==> src/rtl/clock_gate_pkg.sv <==
`default_nettype none
// ============================================================================
// Module      : clock_gate_pkg
// Description : Shared types and helpers for the per-channel clock gating
//               controller (channel FSM state and idle-counter width).
// Revision    : 1.0 - initial release
// ============================================================================
package clock_gate_pkg;

  // Per-channel gating state
  typedef enum logic [1:0] {
    CG_ON    = 2'd0,
    CG_DRAIN = 2'd1,
    CG_OFF   = 2'd2,
    CG_WAKE  = 2'd3
  } cg_state_e;

  // Idle counter width: enough to hold IdleCycles, never narrower than 1 bit
  function automatic int unsigned cg_cnt_width(input int unsigned idle_cycles);
    int unsigned w;
    w = $clog2(idle_cycles + 1);
    return (w < 1) ? 1 : w;
  endfunction

endpackage
`default_nettype wire

==> src/rtl/clock_gate_cell.sv <==
`default_nettype none
// ============================================================================
// Module      : clock_gate_cell
// Description : Glitch-free clock gate: enable latched while clk_i is low,
//               then ANDed with clk_i. test_en_i forces the clock through.
// Revision    : 1.0 - initial release
// ============================================================================
module clock_gate_cell (
  input  logic clk_i,
  input  logic en_i,
  input  logic test_en_i,
  output logic clk_o
);

  logic r_en_lat;

  // Capture the enable only while the clock is low so clk_o cannot chop a high phase
  always_latch begin
    if (!clk_i) begin
      r_en_lat <= en_i | test_en_i;
    end
  end

  assign clk_o = clk_i & r_en_lat;

endmodule
`default_nettype wire

==> src/rtl/clock_gate_ctrl.sv <==
`default_nettype none
// ============================================================================
// Module      : clock_gate_ctrl
// Description : Per-channel idle-based clock gating controller. Each channel
//               counts consecutive idle cycles, gates its clock after
//               IdleCycles of them and wakes on any activity or wake request.
// Revision    : 1.0 - initial release
// ============================================================================
module clock_gate_ctrl
  import clock_gate_pkg::*;
#(
  parameter int NumCh      = 4,
  parameter int IdleCycles = 8
) (
  input  logic             clk_i,
  input  logic             rst_ni,
  input  logic             test_en_i,
  input  logic             gate_en_i,
  input  logic [NumCh-1:0] busy_i,
  input  logic [NumCh-1:0] force_on_i,
  input  logic [NumCh-1:0] wake_req_i,
  output logic [NumCh-1:0] wake_ack_o,
  output logic [NumCh-1:0] gated_o,
  output logic [NumCh-1:0] clk_o
);

  localparam int unsigned     c_CNT_W = cg_cnt_width(IdleCycles);
  // Counter value seen on the last idle edge before entering OFF
  localparam logic [c_CNT_W-1:0] c_TERM = c_CNT_W'((IdleCycles > 0) ? IdleCycles - 1 : 0);
  localparam logic [c_CNT_W-1:0] c_ONE  = c_CNT_W'(1);

  // Reject illegal configurations at elaboration
  if (NumCh < 1 || NumCh > 32) begin : g_bad_numch
    $error("clock_gate_ctrl: NumCh must be within 1..32");
  end
  if (IdleCycles < 0 || IdleCycles > 65535) begin : g_bad_idle
    $error("clock_gate_ctrl: IdleCycles must be within 0..65535");
  end

  for (genvar g = 0; g < NumCh; g++) begin : g_ch
    cg_state_e          r_state;
    cg_state_e          w_next;
    logic [c_CNT_W-1:0] r_cnt;
    logic [c_CNT_W-1:0] w_cnt_next;
    logic               r_en;
    logic               r_gated;
    logic               w_active;

    assign w_active = busy_i[g] | force_on_i[g] | wake_req_i[g] | ~gate_en_i;

    // Next-state and idle-counter logic; IdleCycles==0 pins the channel in ON
    always_comb begin
      w_next     = r_state;
      w_cnt_next = r_cnt;
      if (IdleCycles != 0) begin
        unique case (r_state)
          CG_ON: begin
            if (!w_active) begin
              if (IdleCycles == 1) begin
                w_next     = CG_OFF;
                w_cnt_next = '0;
              end else begin
                w_next     = CG_DRAIN;
                w_cnt_next = c_ONE;
              end
            end else begin
              w_cnt_next = '0;
            end
          end
          CG_DRAIN: begin
            // Activity takes priority over reaching the terminal count
            if (w_active) begin
              w_next     = CG_ON;
              w_cnt_next = '0;
            end else if (r_cnt == c_TERM) begin
              w_next     = CG_OFF;
              w_cnt_next = '0;
            end else begin
              w_cnt_next = r_cnt + c_ONE;
            end
          end
          CG_OFF: begin
            if (w_active) begin
              w_next = CG_WAKE;
            end
          end
          CG_WAKE: begin
            w_next     = CG_ON;
            w_cnt_next = '0;
          end
          default: begin
            w_next     = CG_ON;
            w_cnt_next = '0;
          end
        endcase
      end
    end

    // State, counter, clock enable and gated flag registers
    always_ff @(posedge clk_i or negedge rst_ni) begin
      if (!rst_ni) begin
        r_state <= CG_ON;
        r_cnt   <= '0;
        r_en    <= 1'b1;
        r_gated <= 1'b0;
      end else begin
        r_state <= w_next;
        r_cnt   <= w_cnt_next;
        r_en    <= (w_next != CG_OFF);
        r_gated <= (w_next == CG_OFF);
      end
    end

    // Acknowledge is held low throughout reset even if a request is pending
    assign wake_ack_o[g] = (r_state == CG_ON) & wake_req_i[g] & rst_ni;
    assign gated_o[g]    = r_gated;

    clock_gate_cell u_cell (
      .clk_i     (clk_i),
      .en_i      (r_en),
      .test_en_i (test_en_i),
      .clk_o     (clk_o[g])
    );
  end

endmodule
`default_nettype wire
==> config.mk <==
export PLATFORM = sky130hd
export DESIGN_NAME = clock_gate_ctrl
export DESIGN_NICKNAME = d
export VERILOG_FILES = /design/src/rtl/clock_gate_pkg.sv /design/src/rtl/clock_gate_cell.sv /design/src/rtl/clock_gate_ctrl.sv
export SDC_FILE = /design/constraint.sdc
export NUM_CORES = 1
export LEC_CHECK = 0
export CAP_MARGIN = 20
export CORE_MARGIN = 2
export CORE_UTILIZATION = 45
export CTS_BUF_LIST = sky130_fd_sc_hd__clkbuf_4 sky130_fd_sc_hd__clkbuf_8 sky130_fd_sc_hd__clkbuf_16
export DETAILED_ROUTE_END_ITERATION = 8
export PLACE_DENSITY_LB_ADDON = 0.2
export SYNTH_ARGS = -nofsm -noshare
export SYNTH_HDL_FRONTEND = slang
export SYNTH_HIERARCHICAL = 1
export SYNTH_SLANG_ARGS = --single-unit
export TNS_END_PERCENT = 30
==> constraint.sdc <==
create_clock -name clk_i -period 1.4 [get_ports clk_i]
set_clock_uncertainty 0.1 [all_clocks]
set_input_delay 0.28 -clock clk_i [delete_from_list [all_inputs] [get_ports clk_i]]
set_output_delay 0.28 -clock clk_i [all_outputs]
set_load 0.02 [all_outputs]
==> metrics.csv, run 1 <==
metric,value,unit
status,"complete, but fails checks",
violations,setup timing,
clk_pin_slew_worst_paths,0.07,ns
hold_viol_final,0,
netlist_area,1750,um^2
final_nets,235,
synth.net_count,173,
synth-seq-cells,36,
placedInstanceArea,2260,um^2
fp.dieW,66.4,um
synth.distinct_cells,38,
ys_warn_count,6,
drtIter0Drc,59,
hold_path.class,input port to asynchronous set/reset pin,
postSynthCellCount,153,
antenna_cells,0,
via_per_inst,5.52,
synth_edf_count,0,
r2r-start,g_ch[3].r_en,
antenna_found_initial,0,
postSynth.asyncResetShare,88.9,%
cp.required,1.02,ns
synthTopCellsByArea,"dfrtp_1 40%, dfstp_2 6.0%, nor4b_4 5.4%",
clock_latency,0.40,ns
grt_pass1_vias,1563,
arrival,1.75,ns
vias,1456,
synth.most_common_cell,dfrtp_1,
grt_max_degree,12,
setup-violations-final,12,
total_power,2.95,mW
post_drt_wl_per_cell,15.3,um
worstMarginPinSlew,0.377,ns
fin_tns_setup,-3.79,ns
place_ws,-0.923,ns
area_growth_syn_to_layout,42.2,%
antenna_left,0,
r2r-end,g_ch[3].u_cell/r_en_lat,
dr.pass1.iters,4,
final_cell_area,2490,um^2
cap_violations,0,
utilization,67.1,%
wirelength,4030,um
tritoncts,built,
powerDensity,1180,nW/um^2
crit_type,latch to output pin,
ir_drop,0.000571,V
grtUsageTotal,21.9,%
synth_top_area_share,39.9,%
rsz0062_at_grt,true,
critPathCaptureType,output pin,
overflow,0,
layout-drive-gt1-share,39.4,%
leakagePower,1.16,nW
die_h,66.4,um
yosysTopAreaCell,dfrtp_1,
synthTopCellsByCount,"28 x dfrtp_1, 8 x a32o_1, 7 x nand2_1, 7 x o21ai_0",
dpl.hpwl,2800,um
avgSynthCellArea,11.5,um^2
core,3720,um^2
cp_max_fo,1,
cp-start-kind,latch,
place_congestion,0.863,
slew_headroom,74.8,%
grt_pass1_wl,6820,um
r2r_setup_slack,0.02,ns
synth-main-ff-cell,dfrtp_1,
r2r_cells,1,
io_pins,28,
core.rowCount,22,
initial_utilization,47.2,%
final_max_slew_viol_count,0,
layout_setup_ws,-0.728,ns
drcViolationCount,0,
fp.dieArea,4410,um^2
io_buffer_count,27,
## cells in the final DEF (no fill, tap or decap), types with 5 or more instances in the layout
cell type	count
a32o_1	8
and2_4	5
buf_2	5
buf_4	30
buf_6	7
clkbuf_8	9
clkdlybuf4s50_1	11
dfrtp_1	26
nand2_1	7
nand3_1	5
nor2_1	6
o21ai_0	7
o22ai_1	5
## routing by layer
layer	up-vias	track usage (%)	part of all wire (%)
li1	687	-	-
met1	733	23.6	42
met2	27	34.6	51
met3	9	7.67	5.0
met4	0	17.1	1.9
met5	-	0	0
## state kept, by name, summed over array words and instances (netlist names)
register and flops:
g_ch.r_gated 4, g_ch.r_state 8, g_ch.u_cell/r_en_lat 4, g_ch.r_cnt 16
g_ch.r_en 4
## final cells by class
| class | instances | area [um^2] |
|---|---|---|
| Fill cell | 305 | 1220 |
| Multi-Input combinational cell | 106 | 913 |
| Sequential cell | 36 | 868 |
| Timing Repair Buffer | 55 | 452 |
| Clock buffer | 15 | 184 |
| Tap cell | 48 | 60.1 |
| Inverter | 3 | 11.3 |
| Clock inverter | 1 | 5.00 |
## logic make-up after synthesis
family          after synthesis  share of synthesized area [%]
flops                        32                           45.9
compound gates               34                           14.3
fa+ha+maj                     4                           2.85
latches                       4                           3.42
mux                           6                           3.57
simple gates                 54                           22.8
buf+inv                      11                           3.21
xor+xnor                      8                           3.99
## power breakdown
part / leakage (nW) / switching, mW / total (mW) / internal (mW)
registers: 0.461 / 0.0131 / 1.03 / 1.02
clock network: 0.121 / 0.696 / 1.70 / 1.00
logic: 0.574 / 0.100 / 0.221 / 0.121
## worst max path at each step
stage,from,to,slack [ns],cells after the start
6_report,g_ch[1].u_cell/r_en_lat,clk_o[1],-0.73,2
4_1_cts,g_ch[0].u_cell/r_en_lat,clk_o[0],-0.74,2
2_1_floorplan,g_ch[0].u_cell/r_en_lat,clk_o[0],-0.26,1
3_3_place_gp,g_ch[1].u_cell/r_en_lat,clk_o[1],-0.88,2
5_1_grt,g_ch[1].u_cell/r_en_lat,clk_o[1],-0.75,2
3_5_place_dp,rst_ni,wake_ack_o[0],-0.92,4
## critical path: stages, from the launching register on
cell and delay, ns:
dlxtn_1 0.40, and2_4 0.13, buf_6 0.10
## through the flow
step                hold slack (ns)  std cells
floorplan                    -0.116        153
global placement              0.391        250
detailed placement            0.407        250
CTS                          0.0269        264
global route                 0.0543        264
finish                       0.0382        264
## timing repair
item | 4_1_cts | 5_1_grt
pin swaps | 3 | 3
endpoints found under the hold margin | 12 | 0
setup buffers | 0 | 0
setup endpoints to repair | 25 | 28
hold buffers | 2 | 0
resized for setup | 76 | 17
Note: power is estimated with default switching activity, not from simulation.
==> run 2: changes to the inputs <==
--- a/config.mk
+++ b/config.mk
@@ -10,6 +10,7 @@
 export CORE_UTILIZATION = 45
 export CTS_BUF_LIST = sky130_fd_sc_hd__clkbuf_4 sky130_fd_sc_hd__clkbuf_8 sky130_fd_sc_hd__clkbuf_16
 export DETAILED_ROUTE_END_ITERATION = 8
+export HOLD_SLACK_MARGIN = 0.08
 export PLACE_DENSITY_LB_ADDON = 0.2
 export SYNTH_ARGS = -nofsm -noshare
 export SYNTH_HDL_FRONTEND = slang
==> metrics.csv, run 2 (synthesis gave the netlist of run 1 again) <==
metric,value,unit,change
clock_latency,0.40,ns,about the same
grt_max_degree,12,,unchanged
powerDensity,1170,nW/um^2,was 1180 nW/um^2
violations,setup timing,,unchanged
critical_path.top_delay_family,latches,,unchanged
grt_pass1_vias,1564,,"was 1,563"
layout_setup_ws,-0.728,ns,about the same
crit_end,clk_o[1],,unchanged
grt_pass1_wl,6820,um,unchanged
fp.dieW,66.4,um,unchanged
leakagePower,1.17,nW,was 1.16 nW
fin_tns_setup,-3.69,ns,was -3.79 ns
antenna_left,0,,unchanged
via_per_inst,5.44,,was 5.52
critPathCaptureType,output pin,,unchanged
wirelength,4030,um,about the same
final_nets,238,,was 235
die_h,66.4,um,unchanged
critical_path.cell_chain,and2_4 > buf_6,,unchanged
placedCellCount,250,,unchanged
grtUsageTotal,21.9,%,about the same
r2r-end,g_ch[0].r_cnt[3],,was g_ch[3].u_cell/r_en_lat
cp-start-kind,latch,,unchanged
final_cell_area,2520,um^2,was 2490 um^2
overflow,0,,unchanged
fp.dieArea,4410,um^2,unchanged
cpPeakStageDelay,0.39,ns,was 0.40 ns
final_cells,267,,was 264
largestRegisters,"g_ch.r_cnt: 16 flops, g_ch.r_state: 8 flops",,unchanged
largest_reg_flops,16,,unchanged
final_max_slew_viol_count,0,,unchanged
largest_register,g_ch.r_cnt,,unchanged
rsz0062_at_grt,true,,unchanged
r2r-start,g_ch[0].r_cnt[0],,was g_ch[3].r_en
r2r_cells,3,,was 1
crit_buf_inv,1,,unchanged
worstMarginPinSlew,0.376,ns,was 0.377 ns
cp.depth,2,,unchanged
initial_utilization,47.2,%,unchanged
top_layer_used,met4,,unchanged
core.rowCount,22,,unchanged
startpoint,g_ch[1].u_cell/r_en_lat,,unchanged
cp_max_fo,1,,unchanged
slew_headroom,74.9,%,was 74.8%
dpl.hpwl,2800,um,unchanged
core,3720,um^2,unchanged
drtIter0Drc,40,,was 59
layout_commonest_cell,buf_4,,unchanged
cts_setup_buffers,0,,unchanged
hold_path.class,input port to flop,,was input port to asynchronous set/reset pin
place_congestion,0.863,,unchanged
placedInstanceArea,2260,um^2,unchanged
cp.required,1.02,ns,about the same
antenna_found_initial,0,,unchanged
clk_pin_slew_worst_paths,0.07,ns,about the same
hold_viol_final,0,,unchanged
cap_violations,0,,unchanged
wl_met2,2050,um,was 2070 um
drt-met1-wl,1710,um,was 1680 um
post_drt_wl_per_cell,15.1,um,was 15.3 um
area_growth_syn_to_layout,43.7,%,was 42.2%
status,"complete, but fails checks",,unchanged
tritoncts,built,,unchanged
io_pins,28,,unchanged
layout-drive-gt1-share,37.4,%,was 39.4%
worst_path_max_delay_cell,dlxtn_1,,unchanged
final_cell_mix,"29 x buf_4, 26 x dfrtp_1, 10 x clkdlybuf4s50_1",,"was 30 x buf_4, 26 x dfrtp_1, 11 x clkdlybuf4s50_1"
crit_type,latch to output pin,,unchanged
io_buffer_count,27,,unchanged
r2r_setup_slack,0.02,ns,about the same
setup-violations-final,12,,unchanged
antenna_cells,0,,unchanged
dr_wl_met3,189,um,was 203 um
ir_drop,0.000570,V,was 0.000571 V
dr.pass1.iters,4,,unchanged
vias,1453,,"was 1,456"
holdWs,0.283,ns,was 0.0382 ns
arrival,1.75,ns,about the same
drcViolationCount,0,,unchanged
run 2: changes by cell type in the layout (fill, tap and decap cells not counted):
cell             delta
dlygate4sd3_1       +4
buf_4               -1
buf_6               +1
clkbuf_2            -1
clkdlybuf4s50_1     -1
dlymetal6s2s_1      +1
nor2b_1             +1
nor2b_4             -1
o32ai_1             +1
o32ai_2             -1
run 2: worst min-delay path by stage:
stage,start,to,slack [ns],cells past startpoint
global placement,g_ch[1].r_cnt[3],g_ch[1].r_cnt[3],0.39,1
finish,wake_req_i[2],g_ch[2].r_cnt[0],0.28,5
CTS,g_ch[1].r_cnt[2],g_ch[1].r_cnt[2],0.42,1
global route,wake_req_i[2],g_ch[2].r_state[1],0.33,5
detailed placement,g_ch[1].r_cnt[2],g_ch[1].r_cnt[2],0.41,1
floorplan,rst_ni,g_ch[0].r_cnt[0],-0.12,0
run 2: worst min-delay path: cells and delay by family:
family | cells | cell delay [ns]
compound gates | 1 | 0.09
buf+inv | 2 | 0.22
simple gates | 2 | 0.15
run 2: final cells by class:
class	count	area (um^2)
fillers	306	1200
multi-input cells	106	898
flip-flops and latches	36	868
repair buffers	58	493
clock buffers	15	184
well taps	48	60.1
inverters	3	11.3
clock inverters	1	5.00
run 2: routing by layer:
metal / global-route usage, % / vias to the layer above
li1: - / 692
met1: 23.9 / 725
met2: 34.9 / 27
met3: 7.33 / 9
met4: 16.8 / 0
met5: 0 / -
run 2: power by group:
group | switching (mW) | internal [mW]
Clock | 0.695 | 1.00
Combinational | 0.101 | 0.127
Sequential | 0.0130 | 1.02
run 2: what timing repair did:
| action | CTS | global route |
|---|---|---|
| hold endpoints to repair | 26 | 0 |
| resized for setup | 76 | 13 |
| pin swaps | 3 | 4 |
| endpoints found under the setup margin | 25 | 28 |
| hold buffers | 5 | 0 |
| cloned | 0 | 0 |
run 2: through the flow:
stage,setup slack [ns],util [%],power (mW)
2_1_floorplan,-0.261,-,1.35
3_3_place_gp,-0.880,60.9,1.72
3_5_place_dp,-0.923,60.9,1.72
4_1_cts,-0.740,67.0,3.00
5_1_grt,-0.753,67.8,3.09
6_report,-0.728,67.8,2.95
